<file path="src/rtl/accept_decider.sv">
// Accept/reject decider for annealing moves: downhill moves accept at once, uphill
// moves are settled by an LFSR draw against an externally computed probability.
//
// state     | meaning
// IDLE      | ready for a candidate; downhill moves are decided here directly
// WAIT_PROB | uphill move issued, waiting for prob_valid or the wait timeout
module accept_decider #(
    parameter logic [31:0] TINV_INIT      = 32'h0000_0100,
    parameter logic [31:0] TINV_STEP      = 32'h0000_0010,
    parameter int unsigned STEPS_PER_TEMP = 1000,
    parameter logic [31:0] LFSR_SEED      = 32'hACE1_2468,
    parameter int unsigned TIMEOUT        = 255
) (
    input  logic        clk,
    input  logic        rst,
    input  logic        cand_valid,
    output logic        cand_ready,
    input  logic [31:0] new_cost,
    input  logic [31:0] old_cost,
    output logic        prob_req,
    output logic [31:0] prob_new,
    output logic [31:0] prob_old,
    output logic [31:0] tinv,
    input  logic [31:0] prob,
    input  logic        prob_valid,
    output logic        dec_valid,
    output logic        dec_accept,
    output logic        timeout_err,
    output logic [31:0] accept_count
);

    typedef enum logic {IDLE, WAIT_PROB} state_t;

    localparam logic [31:0] LFSR_MASK   = 32'h8020_0003;
    localparam logic [31:0] LFSR_INIT   = (LFSR_SEED == 32'h0) ? 32'h1 : LFSR_SEED;
    localparam logic [31:0] STEPS_LIM   = 32'(STEPS_PER_TEMP);
    localparam logic [31:0] TIMEOUT_LIM = 32'(TIMEOUT);

    state_t      state_q, state_d;
    logic        cand_ready_q, cand_ready_d;
    logic        prob_req_q, prob_req_d;
    logic [31:0] prob_new_q, prob_new_d;
    logic [31:0] prob_old_q, prob_old_d;
    logic [31:0] wait_q, wait_d;
    logic        dec_valid_q, dec_valid_d;
    logic        dec_accept_q, dec_accept_d;
    logic        timeout_err_q, timeout_err_d;
    logic [31:0] lfsr_q, lfsr_d;
    logic [31:0] dec_cnt_q, dec_cnt_d;
    logic [31:0] tinv_q, tinv_d;
    logic [31:0] accept_cnt_q, accept_cnt_d;
    logic [32:0] tinv_sum;

    // Only the Q0.24 fraction of prob takes part in the draw.
    logic unused_prob_hi;
    assign unused_prob_hi = ^prob[31:24];

    always_comb begin
        state_d       = state_q;
        prob_req_d    = 1'b0;
        prob_new_d    = prob_new_q;
        prob_old_d    = prob_old_q;
        wait_d        = wait_q;
        dec_valid_d   = 1'b0;
        dec_accept_d  = 1'b0;
        timeout_err_d = timeout_err_q;

        case (state_q)
            IDLE: begin
                wait_d = '0;
                if (cand_valid && cand_ready_q) begin
                    if (new_cost > old_cost) begin
                        prob_new_d = new_cost;
                        prob_old_d = old_cost;
                        prob_req_d = 1'b1;
                        wait_d     = 32'd1;
                        state_d    = WAIT_PROB;
                    end else begin
                        dec_valid_d  = 1'b1;
                        dec_accept_d = 1'b1;
                    end
                end
            end
            WAIT_PROB: begin
                // wait_q holds the number of cycles spent here, current one included
                if (prob_valid) begin
                    dec_valid_d  = 1'b1;
                    dec_accept_d = (lfsr_q[23:0] < prob[23:0]);
                    wait_d       = '0;
                    state_d      = IDLE;
                end else if (wait_q == TIMEOUT_LIM) begin
                    dec_valid_d   = 1'b1;
                    timeout_err_d = 1'b1;
                    wait_d        = '0;
                    state_d       = IDLE;
                end else begin
                    wait_d = wait_q + 32'd1;
                end
            end
            default: state_d = IDLE;
        endcase

        cand_ready_d = (state_d == IDLE);
        lfsr_d       = lfsr_q[0] ? ((lfsr_q >> 1) ^ LFSR_MASK) : (lfsr_q >> 1);

        dec_cnt_d    = dec_cnt_q;
        tinv_d       = tinv_q;
        accept_cnt_d = accept_cnt_q;
        tinv_sum     = {1'b0, tinv_q} + {1'b0, TINV_STEP};
        if (dec_valid_d) begin
            if (dec_cnt_q + 32'd1 == STEPS_LIM) begin
                dec_cnt_d = '0;
                tinv_d    = tinv_sum[32] ? 32'hFFFF_FFFF : tinv_sum[31:0];
            end else begin
                dec_cnt_d = dec_cnt_q + 32'd1;
            end
            if (dec_accept_d) begin
                accept_cnt_d = accept_cnt_q + 32'd1;
            end
        end
    end

    always_ff @(posedge clk) begin
        if (rst) begin
            state_q       <= IDLE;
            cand_ready_q  <= 1'b0;
            prob_req_q    <= 1'b0;
            prob_new_q    <= '0;
            prob_old_q    <= '0;
            wait_q        <= '0;
            dec_valid_q   <= 1'b0;
            dec_accept_q  <= 1'b0;
            timeout_err_q <= 1'b0;
            lfsr_q        <= LFSR_INIT;
            dec_cnt_q     <= '0;
            tinv_q        <= TINV_INIT;
            accept_cnt_q  <= '0;
        end else begin
            state_q       <= state_d;
            cand_ready_q  <= cand_ready_d;
            prob_req_q    <= prob_req_d;
            prob_new_q    <= prob_new_d;
            prob_old_q    <= prob_old_d;
            wait_q        <= wait_d;
            dec_valid_q   <= dec_valid_d;
            dec_accept_q  <= dec_accept_d;
            timeout_err_q <= timeout_err_d;
            lfsr_q        <= lfsr_d;
            dec_cnt_q     <= dec_cnt_d;
            tinv_q        <= tinv_d;
            accept_cnt_q  <= accept_cnt_d;
        end
    end

    assign cand_ready   = cand_ready_q;
    assign prob_req     = prob_req_q;
    assign prob_new     = prob_new_q;
    assign prob_old     = prob_old_q;
    assign tinv         = tinv_q;
    assign dec_valid    = dec_valid_q;
    assign dec_accept   = dec_accept_q;
    assign timeout_err  = timeout_err_q;
    assign accept_count = accept_cnt_q;

endmodule
</file>
<file path="config.mk">
export PLATFORM = sky130hd
export DESIGN_NAME = accept_decider
export DESIGN_NICKNAME = d
export VERILOG_FILES = /design/src/rtl/accept_decider.sv
export SDC_FILE = /design/constraint.sdc
export NUM_CORES = 1
export LEC_CHECK = 0
export CORE_MARGIN = 10
export CORE_UTILIZATION = 30
export CTS_CLUSTER_SIZE = 24
export DETAILED_ROUTE_END_ITERATION = 12
export GPL_ROUTABILITY_DRIVEN = 0
export PLACE_DENSITY = 0.63
export SLEW_MARGIN = 30
export SYNTH_ARGS = -nofsm -noshare
export SYNTH_HDL_FRONTEND = slang
export SYNTH_SLANG_ARGS = --single-unit
</file>
<file path="constraint.sdc">
create_clock -name clk -period 5.18 [get_ports clk]
set_input_delay 0.777 -clock clk [delete_from_list [all_inputs] [get_ports clk]]
set_output_delay 0.777 -clock clk [all_outputs]
set_load 0.05 [all_outputs]
</file>
==> results of run 1 <==
[cell families (layout without fill, tap and decap cells)]
group                      after synthesis  in the layout  share of synthesized area
and+or+nand+nor                        519            519                      0.235
DFF                                    227            227                      0.409
AOI/OAI and AO/OA                      193            193                      0.117
buffers and inverters                  140            360                     0.0495
xor gates and xnor gates                78             78                     0.0615
muxes                                   68             68                     0.0613
adders and majority gates               59             59                     0.0665
[area by class of cell]
| type | instances | area share |
|---|---|---|
| Clock buffer | 35 | 0.0518 |
| Tap cell | 468 | 0.0396 |
| Sequential cell | 227 | 0.307 |
| Inverter | 75 | 0.0190 |
| Multi-Input combinational cell | 917 | 0.408 |
| Clock inverter | 14 | 0.0141 |
| Timing Repair Buffer | 236 | 0.160 |
[placed cells by master (no fill, tap or decap), types with 6 or more instances in the layout]
cell type | synthesis | final
sky130_fd_sc_hd__or3_1 | 14 | 14
sky130_fd_sc_hd__a31oi_1 | 23 | 23
sky130_fd_sc_hd__a41oi_1 | 6 | 6
sky130_fd_sc_hd__a211oi_1 | 14 | 14
sky130_fd_sc_hd__buf_4 | 4 | 9
sky130_fd_sc_hd__nand4_1 | 42 | 42
sky130_fd_sc_hd__dfxtp_1 | 227 | 227
sky130_fd_sc_hd__xor2_1 | 44 | 44
sky130_fd_sc_hd__o21ai_0 | 27 | 27
sky130_fd_sc_hd__nand2_1 | 74 | 73
sky130_fd_sc_hd__or4_1 | 13 | 13
sky130_fd_sc_hd__nand3_1 | 49 | 49
sky130_fd_sc_hd__and2_1 | 9 | 10
sky130_fd_sc_hd__xnor2_1 | 34 | 34
sky130_fd_sc_hd__a21oi_1 | 51 | 51
sky130_fd_sc_hd__and3_1 | 25 | 25
sky130_fd_sc_hd__nor3_1 | 20 | 20
sky130_fd_sc_hd__clkbuf_8 | 0 | 6
sky130_fd_sc_hd__clkdlybuf4s50_1 | 0 | 223
sky130_fd_sc_hd__clkbuf_16 | 0 | 27
sky130_fd_sc_hd__or2_2 | 15 | 15
sky130_fd_sc_hd__ha_1 | 59 | 59
sky130_fd_sc_hd__mux2i_1 | 68 | 68
sky130_fd_sc_hd__inv_1 | 75 | 75
sky130_fd_sc_hd__nor2_1 | 187 | 187
sky130_fd_sc_hd__a2111oi_0 | 6 | 6
sky130_fd_sc_hd__nor4_1 | 15 | 15
sky130_fd_sc_hd__nand3b_1 | 6 | 6
sky130_fd_sc_hd__a21o_1 | 6 | 6
sky130_fd_sc_hd__nor2b_1 | 21 | 21
sky130_fd_sc_hd__and4_1 | 11 | 11
sky130_fd_sc_hd__o31ai_1 | 14 | 13
sky130_fd_sc_hd__a311oi_1 | 19 | 19
[power groups by stage]
stage               clock network (mW)  logic, mW  registers [mW]
floorplan                            0      0.191            1.92
global placement                     0      0.438            1.85
CTS                               2.14      0.448            1.81
finish                            2.07      0.443            1.81
global route                      2.22      0.486            1.82
detailed placement                   0      0.445            1.85
[cells in the mapped netlist, drive strengths merged (16+ instances only)]
cell type	n	area share
buf	18	0.0082
mux2i	68	0.061
clkbuf	47	0.016
inv	75	0.025
dfxtp	227	0.41
ha	59	0.066
xnor2	34	0.027
o21ai	27	0.012
nand3	50	0.023
xor2	44	0.035
and3	25	0.014
a31oi	23	0.013
nand4	42	0.024
a311oi	19	0.015
nor2	187	0.063
or2	16	0.0090
nor3	20	0.0090
a21oi	51	0.023
nor2b	21	0.012
nand2	74	0.025
nor4	16	0.0096
[per-stage QoR]
step | hold WS (ps) | instances | util | setup WS (ps) | power (mW)
4_1_cts | 414 | 1972 | 0.405 | 707 | 4.40
3_3_place_gp | 401 | 1923 | 0.378 | 259 | 2.29
5_1_grt | 437 | 1972 | 0.405 | 773 | 4.52
6_report | 411 | 1972 | 0.405 | 922 | 4.33
2_1_floorplan | 389 | 1284 | - | 1670 | 2.11
3_5_place_dp | 399 | 1923 | 0.378 | 175 | 2.29
[registers in the layout (all words and copies together), names as in the netlist, 29 cells and up]
register	flops
accept_count	32
dec_cnt_q	32
lfsr_q	32
prob_new	32
prob_old	32
wait_q	32
tinv	29
[final timing paths]
kind	start	endpoint	slack (ps)
setup / recovery	old_cost[19]	accept_count[30]$_SDFFE_PP0P_	920
hold / removal	lfsr_q[28]$_SDFF_PP0_	lfsr_q[27]$_SDFF_PP1_	410
setup reg to reg	dec_cnt_q[0]$_SDFFE_PP0P_	tinv[7]$_SDFFE_PP0P_	1180
hold reg to reg	lfsr_q[28]$_SDFF_PP0_	lfsr_q[27]$_SDFF_PP1_	410
[per-layer routing]
| metal | wire [um] | track usage | up-vias |
|---|---|---|---|
| met5 | 0 | 0 | - |
| met2 | 15300 | 0.236 | 231 |
| met4 | 413 | 0.0278 | 0 |
| li1 | - | - | 4966 |
| met3 | 2030 | 0.0317 | 33 |
| met1 | 14400 | 0.176 | 4660 |
==> run_results.csv, run 1 <==
group,metric,value,unit
status,run_status,"finished, final reports clean",
synth,syn-num-nets,1443,
cells_and_area,ff_latch_area,4540,sq um
floorplanning,ioPinCount,233,
critical_path,critical_path_arrival,4720,ps
cells_and_area,fillerInstances,3586,
place,number_of_input_and_output_port_buffers_inserted,224,
drt,drt_first_pass_iters,5,
floorplanning,number_of_cell_rows,70,
cells_and_area,final_net_count,1643,
hold_path,holdPathStages,1,
cts,cts_hold_buf,0,
flow_run,drv.max_cap_violation_count,0,
critical_path,crit_path_top_delay_cell,"sky130_fd_sc_hd__o31ai_1",
critical_path,cp_num_cells,11,
floorplanning,chipWidth,212,um
cts,cts.htree.levels,1,
timing,setup_total_negative_slack,0,ps
synth,avgSynthCellArea,8.65,sq um
synth,seq_area_frac_synth,0.409,
drt,drt_iter0_drc,495,
synth,postSynth.asyncResetShare,0,
cells_and_area,layout-area-overhead-vs-synth,33.1,%
cts,clk_latency_worst_skew_pair,540,ps
drt,detail_route.drc_violations,0,
cells_and_area,multi_input_comb_area,6020,sq um
global_route,grt_pass1_vias,9630,
timing,fin_skew,20.8,ps
drt,routed_wire_length_per_instance,16.3,um
synth,number_of_warnings_reported_in_the_yosys_synthesis_log,0,
cts,cts_tree,"yes",
pwr,power.share.combinational,0.102,
synth,synth_area,11100,sq um
cells_and_area,antenna_cells,0,
drt,post_drt_via_cell_ratio,5.02,
synth,flops_latches_synth,227,
cells_and_area,layout-drive-gt1-share,0.0592,
drt,final_antenna_net_count,0,
global_route,largest_net_degree_at_the_start_of_global_routing,92,
pwr,switching_share,0.244,
pwr,power_density,293,nW/um^2
global_route,grt_overflow_total,0,
timing,worst_slew_pin_slew,888,ps
synth,synth-edff-count,0,
place,place_area,13800,sq um
critical_path,critical_path.max_stage_delay,770,ps
synth,synthDistinctLibCells,60,
critical_path,critical_path.endpoint_type,"flip-flop",
cts,cts_inserted_buffers,27,
global_route,number_of_antenna_violations_at_the_first_check_in_global_routing,0,
global_route,grt_first_pass_wirelength,52.0,mm
critical_path,rr_worst_depth,9,
synth,synth_flop_cell,"sky130_fd_sc_hd__dfxtp_1",
critical_path,crit_path_kind,"primary input to flip-flop",
timing,hold_viol_final,0,
floorplanning,die_y,212,um
global_route,grt_usage,0.139,
cts,cts_setup_buffers,0,
cts,numClockSinks,227,
critical_path,critical-path-top-cell-by-count,"sky130_fd_sc_hd__a21oi_1",
drt,routed-via-count,9890,
timing,rsz0062_at_grt,"false",
floorplanning,initial_core_util,0.304,
critical_path,worstPathBufferInverterCount,2,
cells_and_area,finish.instance_area,14800,sq um
floorplanning,core_area,36500,sq um
critical_path,cp_cell_sequence,"clkdlybuf4s50_1 -> inv_1 -> ha_1 -> a21oi_1 -> o21ai_0 -> or3_1 -> o31ai_1 -> nand2_1 -> and2_1 -> or4_1 -> a21oi_1",
pwr,max-vdd-ir-drop,202,uV
drt,route.final.wire_length,32.1,mm
pwr,power.switching,1.06,mW
cts,cts.reportedPaths.clkPinSlew,60,ps
floorplanning,design.die.area,45100,sq um
critical_path,worstSetupStartpointType,"primary input",
pwr,clkPwrFrac,0.479,
timing,slew_headroom,0.403,
cts,post_cts_resize_count,0,
critical_path,timing.critical_path.fanout_max,19,
place,dpl.hpwl,23.4,mm
critical_path,critical-path-top-delay-family,"simple AND/OR/NAND/NOR gates",
pwr,cellInternalPower,3.27,mW
hold_path,hp-class,"flip-flop to flip-flop",
timing,report.final.slew_viol_count,0,
cts,maximum_clock_path_buffer_count,3,
synth,netlist_instances,1284,
critical_path,cp.required,5650,ps
timing,setup_viol_count_final,0,
pwr,power.sequential.fraction,0.419,
timing,max_freq,235,MHz
pwr,cellLeakagePower,5.88,nW
timing,period_share,0.822,
timing,period_needed,4260,ps
cts,cts-root-buf,"sky130_fd_sc_hd__clkbuf_16",
No activity file was read; power rests on OpenSTA's default activity.
==> run 2, diff against run 1 <==
- PLACE_DENSITY: 0.63 -> 0.65
- clock period: 5.18 -> 3.7 ns (I/O delays scaled with it)
==> run 2 against run 1 <==
- flip-flop and latch count is the same
- sequential power grew 40%
- cell area grew 2.8%
- combinational power grew 50%
- wire length grew 1.8%
- global-route usage grew 0.19 points
- clock power grew 44%
- sequential share of layout area shrank 0.84 points
- non-clock buffer count grew 38
- via count grew 1.4%
- worst setup slack lost 590 ps
==> run_results.csv, run 2 (synthesis gave the netlist of run 1 again) <==
group,metric,value,unit
cells_and_area,fillerInstances,3541,
flow_run,drv.max_cap_violation_count,0,
cts,clk_latency_worst_skew_pair,550,ps
global_route,grt_usage,0.141,
timing,setup_viol_count_final,0,
floorplanning,design.die.area,45100,sq um
critical_path,critical_path.endpoint_type,"flip-flop",
critical_path,timing.critical_path.fanout_max,22,
cells_and_area,layout_commonest_cell,"sky130_fd_sc_hd__dfxtp_1",
critical_path,critical_path_arrival,3780,ps
pwr,max-vdd-ir-drop,329,uV
cts,cts.reportedPaths.clkPinSlew,60,ps
critical_path,worst_r2r_startpoint,"dec_cnt_q[0]$_SDFFE_PP0P_",
critical_path,r2r-end,"tinv[31]$_SDFFE_PP0P_",
critical_path,cp_cell_sequence,"ha_1 -> nand4_1 -> or2_1 -> nor3_1 -> xor2_1 -> or4_4 -> nor4b_4 -> buf_4 -> buf_12 -> nor4bb_1 -> a211oi_1",
timing,hold_viol_final,0,
cells_and_area,finish.cell_count_without_fillers,2010,
timing,max_freq,297,MHz
critical_path,cp.required,4110,ps
critical_path,rr_worst_depth,11,
drt,routed-via-count,10000,
critical_path,crit_path_kind,"flip-flop to flip-flop",
floorplanning,die_y,212,um
cts,cts.htree.levels,1,
cells_and_area,antenna_cells,0,
place,placed_cells_incl_taps,1961,
timing,fin_skew,12.9,ps
drt,routed_wire_length_per_instance,16.3,um
global_route,grt_first_pass_wirelength,52.7,mm
drt,drt_iter0_drc,588,
place,dpl.hpwl,24.3,mm
hold_path,holdCritStartpoint,"lfsr_q[24]$_SDFF_PP0_",
critical_path,critical_path.max_stage_delay,560,ps
drt,post_drt_via_cell_ratio,4.99,
pwr,power_density,407,nW/um^2
floorplanning,core_area,36500,sq um
drt,detail_route.drc_violations,0,
global_route,grt_pass1_vias,9889,
timing,report.final.slew_viol_count,0,
cells_and_area,commonest_non_fill_non_tap_cells_in_the_layout,"227 x sky130_fd_sc_hd__dfxtp_1, 223 x sky130_fd_sc_hd__clkdlybuf4s50_1, 187 x sky130_fd_sc_hd__nor2_1",
cells_and_area,layout-drive-gt1-share,0.0824,
timing,setup_total_negative_slack,0,ps
floorplanning,number_of_cell_rows,70,
cts,cts_tree,"yes",
hold_path,hold_path_end,"lfsr_q[23]$_SDFF_PP1_",
place,place_area,14200,sq um
hold_path,hp-class,"flip-flop to flip-flop",
drt,routed-wl-met2,16.1,mm
cells_and_area,multi_input_comb_area,6030,sq um
drt,drt_first_pass_iters,5,
drt,route.final.wire_length,32.7,mm
critical_path,crit_path_top_delay_cell,"sky130_fd_sc_hd__or4_4",
floorplanning,initial_core_util,0.304,
timing,timing.hold.ws,410,ps
drt,drt-met1-wl,14.4,mm
cells_and_area,final_net_count,1682,
critical_path,ff_to_ff_setup_slack,330,ps
timing,rsz0062_at_grt,"false",
pwr,cellLeakagePower,6.11,nW
place,number_of_input_and_output_port_buffers_inserted,224,
hold_path,holdPathStages,1,
global_route,grt_overflow_total,0,
drt,final_antenna_net_count,0,
timing,period_needed,3370,ps
cells_and_area,finish.instance_area,15200,sq um
cells_and_area,layout-area-overhead-vs-synth,36.9,%
global_route,number_of_antenna_violations_at_the_first_check_in_global_routing,0,
cells_and_area,ff_latch_area,4540,sq um
cts,maximum_clock_path_buffer_count,3,
timing,worst_slew_pin_slew,641,ps
floorplanning,ioPinCount,233,
floorplanning,chipWidth,212,um
cts,cts-root-buf,"sky130_fd_sc_hd__clkbuf_16",
status,run_status,"finished, final reports clean",
timing,slew_headroom,0.571,
cts,cts_inserted_buffers,28,
global_route,largest_net_degree_at_the_start_of_global_routing,93,
drt,routed-wl-met3,1.56,mm
critical_path,worstSetupStartpointType,"flip-flop",
drt,routed.top_layer,"met4",
cts,numClockSinks,227,
timing,period_share,0.910,
run 2: layer usage:
| layer | global-route usage | up-vias |
|---|---|---|
| met5 | 0 | - |
| met3 | 0.0268 | 43 |
| met2 | 0.245 | 202 |
| met4 | 0.0359 | 0 |
| met1 | 0.174 | 4768 |
| li1 | - | 5015 |
run 2: final cells by class:
cell class / count / area share
multi-input combinational: 917 / 0.397
sequential: 227 / 0.299
timing repair buffer: 274 / 0.181
clock buffer: 36 / 0.0514
tap: 468 / 0.0385
inverter: 75 / 0.0185
clock inverter: 13 / 0.0154
run 2: metrics by stage:
stage               utilization  worst slack (ps)  total power [mW]
finish                    0.416               333              6.18
global route              0.416              39.8              6.45
CTS                       0.416               159              6.29
detailed placement        0.388              -408              3.26
global placement          0.388              -409              3.25
floorplan                     -               408              2.95
run 2: power breakdown:
| part | switching, mW | internal [mW] | total, mW |
|---|---|---|---|
| logic | 0.359 | 0.306 | 0.665 |
| registers | 0.0348 | 2.50 | 2.54 |
| clock network | 1.08 | 1.90 | 2.98 |
run 2: how the worst max path moves through the flow:
stage | start | endpoint | slack [ps] | depth (start not counted)
after floorplan | old_cost[19] | prob_new[10]$_SDFFE_PP0P_ | 410 | 12
after global placement | old_cost[19] | accept_count[16]$_SDFFE_PP0P_ | -410 | 12
after detailed placement | old_cost[19] | accept_count[16]$_SDFFE_PP0P_ | -410 | 12
after CTS | old_cost[19] | accept_count[24]$_SDFFE_PP0P_ | 160 | 12
after global routing | dec_cnt_q[0]$_SDFFE_PP0P_ | tinv[14]$_SDFFE_PP0P_ | 40 | 11
final | dec_cnt_q[0]$_SDFFE_PP0P_ | tinv[31]$_SDFFE_PP0P_ | 330 | 11
run 2: worst max-delay path: cells and delay by family, from the launching register on:
kind / cells / cell delay, ps
simple gates: 6 / 1850
flops: 1 / 450
buf+inv: 2 / 360
fa+ha+maj: 1 / 310
xor+xnor: 1 / 120
compound gates: 1 / 120
run 2: timing repair:
item,CTS,global route
hold buffers,0,0
buffers inserted,0,0
gates resized for setup,0,2
setup endpoints to repair,0,8
endpoints found under the hold margin,0,0
==> run 3, diff against run 2 <==
- CORE_UTILIZATION: 30 -> 40
- PLACE_DENSITY: 0.65 -> 0.79
==> run 3 against run 2 <==
- via count grew 1.6%
- final cell count shrank 4.7%
- core utilization grew 14 points
- clock-buffer cell count shrank 3
- non-clock buffer count shrank 1
- critical endpoint is now tinv[18]$_SDFFE_PP0P_
- highest routed layer unchanged
==> run_results.csv, run 3 (synthesis gave the netlist of run 1 again) <==
group,metric,value,unit
timing,slew_headroom,0.554,
global_route,grt_first_pass_wirelength,52.1,mm
cells_and_area,layout-area-overhead-vs-synth,34.8,%
critical_path,timing.critical_path.fanout_max,25,
critical_path,critical_path.endpoint_type,"flip-flop",
global_route,number_of_antenna_violations_at_the_first_check_in_global_routing,1,
flow_run,drv.max_cap_violation_count,0,
timing,timing.hold.ws,408,ps
place,number_of_input_and_output_port_buffers_inserted,224,
cts,cts_inserted_buffers,27,
critical_path,cp.required,4100,ps
hold_path,holdPathStages,1,
drt,drt_first_pass_iters,5,
cts,cts.reportedPaths.clkPinSlew,60,ps
cts,post_cts_resize_count,0,
timing,fin_skew,14.4,ps
timing,worst_slew_pin_slew,668,ps
cts,maximum_clock_path_buffer_count,3,
drt,routed_wire_length_per_instance,16.5,um
global_route,largest_net_degree_at_the_start_of_global_routing,63,
cells_and_area,finish.cell_count_without_fillers,1915,
pwr,power_density,400,nW/um^2
drt,detail_route.drc_violations,0,
hold_path,holdCritStartpoint,"lfsr_q[24]$_SDFF_PP0_",
status,run_status,"finished, final reports clean",
critical_path,worstSetupStartpointType,"flip-flop",
timing,period_share,0.919,
place,placed_cells_incl_taps,1864,
floorplanning,core_area,27100,sq um
critical_path,ff_to_ff_setup_slack,300,ps
cells_and_area,commonest_non_fill_non_tap_cells_in_the_layout,"227 x sky130_fd_sc_hd__dfxtp_1, 223 x sky130_fd_sc_hd__clkdlybuf4s50_1, 187 x sky130_fd_sc_hd__nor2_1",
cts,cts_setup_buffers,0,
drt,route.final.wire_length,31.7,mm
drt,drt_iter0_drc,598,
cts,cts-root-buf,"sky130_fd_sc_hd__clkbuf_16",
critical_path,rr_worst_depth,11,
critical_path,crit_path_kind,"flip-flop to flip-flop",
cells_and_area,final_net_count,1680,
timing,period_needed,3400,ps
timing,setup_viol_count_final,0,
critical_path,worst_r2r_startpoint,"dec_cnt_q[0]$_SDFFE_PP0P_",
floorplanning,initial_core_util,0.410,
drt,post_drt_via_cell_ratio,5.32,
timing,hold_viol_final,0,
cells_and_area,fillerInstances,2420,
cells_and_area,layout-drive-gt1-share,0.0843,
timing,report.final.slew_viol_count,0,
hold_path,hp-class,"flip-flop to flip-flop",
global_route,grt_pass1_vias,9937,
cells_and_area,finish.instance_area,15000,sq um
floorplanning,design.die.area,34800,sq um
critical_path,critical_path_arrival,3800,ps
hold_path,hold_path_end,"lfsr_q[23]$_SDFF_PP1_",
critical_path,r2r-end,"tinv[18]$_SDFFE_PP0P_",
floorplanning,die_y,187,um
timing,rsz0062_at_grt,"false",
floorplanning,chipWidth,187,um
cts,cts_tree,"yes",
cts,numClockSinks,227,
drt,routed-via-count,10200,
pwr,max-vdd-ir-drop,345,uV
global_route,grt_usage,0.174,
cells_and_area,layout_commonest_cell,"sky130_fd_sc_hd__dfxtp_1",
cts,cts.htree.levels,1,
pwr,cellLeakagePower,6.06,nW
drt,final_antenna_net_count,0,
timing,max_freq,294,MHz
floorplanning,number_of_cell_rows,60,
cts,clk_latency_worst_skew_pair,540,ps
place,dpl.hpwl,23.6,mm
floorplanning,ioPinCount,233,
place,place_area,14000,sq um
cts,cts_hold_buf,0,
global_route,grt_overflow_total,0,
-- run 3: cell types whose count changed in the layout (fill, tap and decap cells not counted) --
cell	before	now
sky130_fd_sc_hd__bufinv_16	6	4
sky130_fd_sc_hd__clkinv_8	1	0
sky130_fd_sc_hd__clkinv_2	4	8
sky130_fd_sc_hd__buf_12	10	7
sky130_fd_sc_hd__buf_4	40	42
sky130_fd_sc_hd__diode_2	0	1
sky130_fd_sc_hd__nand2b_2	0	1
sky130_fd_sc_hd__clkbuf_1	3	1
sky130_fd_sc_hd__clkinvlp_4	0	3
sky130_fd_sc_hd__nand2b_1	6	5
sky130_fd_sc_hd__clkbuf_16	28	27
-- run 3: area by class of cell --
cell class / instances / area [sq um] / area share
Multi-Input combinational cell: 917 / 6030 / 0.403
Tap cell: 372 / 465 / 0.0311
Antenna cell: 1 / 2.50 / 0.000167
Inverter: 75 / 282 / 0.0188
Clock buffer: 33 / 748 / 0.0500
Sequential cell: 227 / 4540 / 0.304
Clock inverter: 17 / 200 / 0.0134
Timing Repair Buffer: 273 / 2700 / 0.180
-- run 3: critical path, cell delays in order, from the launching register on --
cell and delay (ps):
sky130_fd_sc_hd__dfxtp_1 460, sky130_fd_sc_hd__ha_1 320, sky130_fd_sc_hd__nand4_1 150, sky130_fd_sc_hd__or2_1 330
sky130_fd_sc_hd__nor3_1 270, sky130_fd_sc_hd__xor2_1 110, sky130_fd_sc_hd__or4_4 560, sky130_fd_sc_hd__nor4b_4 260
sky130_fd_sc_hd__buf_4 210, sky130_fd_sc_hd__buf_12 170, sky130_fd_sc_hd__and2_1 300, sky130_fd_sc_hd__a311oi_1 130
-- run 3: worst max path at each step --
stage / to / depth (start not counted) / slack [ps] / startpoint
5_1_grt: tinv[13]$_SDFFE_PP0P_ / 11 / 80 / dec_cnt_q[0]$_SDFFE_PP0P_
4_1_cts: accept_count[26]$_SDFFE_PP0P_ / 11 / 190 / old_cost[19]
6_report: tinv[18]$_SDFFE_PP0P_ / 11 / 300 / dec_cnt_q[0]$_SDFFE_PP0P_
3_3_place_gp: accept_count[26]$_SDFFE_PP0P_ / 12 / -330 / old_cost[19]
2_1_floorplan: prob_new[10]$_SDFFE_PP0P_ / 12 / 410 / old_cost[19]
3_5_place_dp: accept_count[26]$_SDFFE_PP0P_ / 11 / -360 / old_cost[19]
-- run 3: metrics by stage --
step            util  setup WS [ps]  TNS, ps  power (mW)
2_1_floorplan      -            408        0        2.95
3_3_place_gp   0.517           -327    -6220        3.23
3_5_place_dp   0.517           -361    -6920        3.25
4_1_cts        0.552            187        0        6.06
5_1_grt        0.552           80.2        0        6.22
6_report       0.552            299        0        5.99
-- run 3: layer usage --
layer | global-route usage | routed length, um | vias up
met2 | 0.295 | 15100 | 313
met3 | 0.0337 | 1750 | 67
li1 | - | - | 5027
met5 | 0 | 0 | -
met4 | 0.0620 | 1070 | 0
met1 | 0.215 | 13800 | 4777
-- run 3: power by group --
part | internal, mW | leakage [nW] | switching (mW)
logic | 0.303 | 3.76 | 0.359
clock network | 1.72 | 0.467 | 1.08
registers | 2.50 | 1.84 | 0.0352
total | 4.52 | 6.06 | 1.47
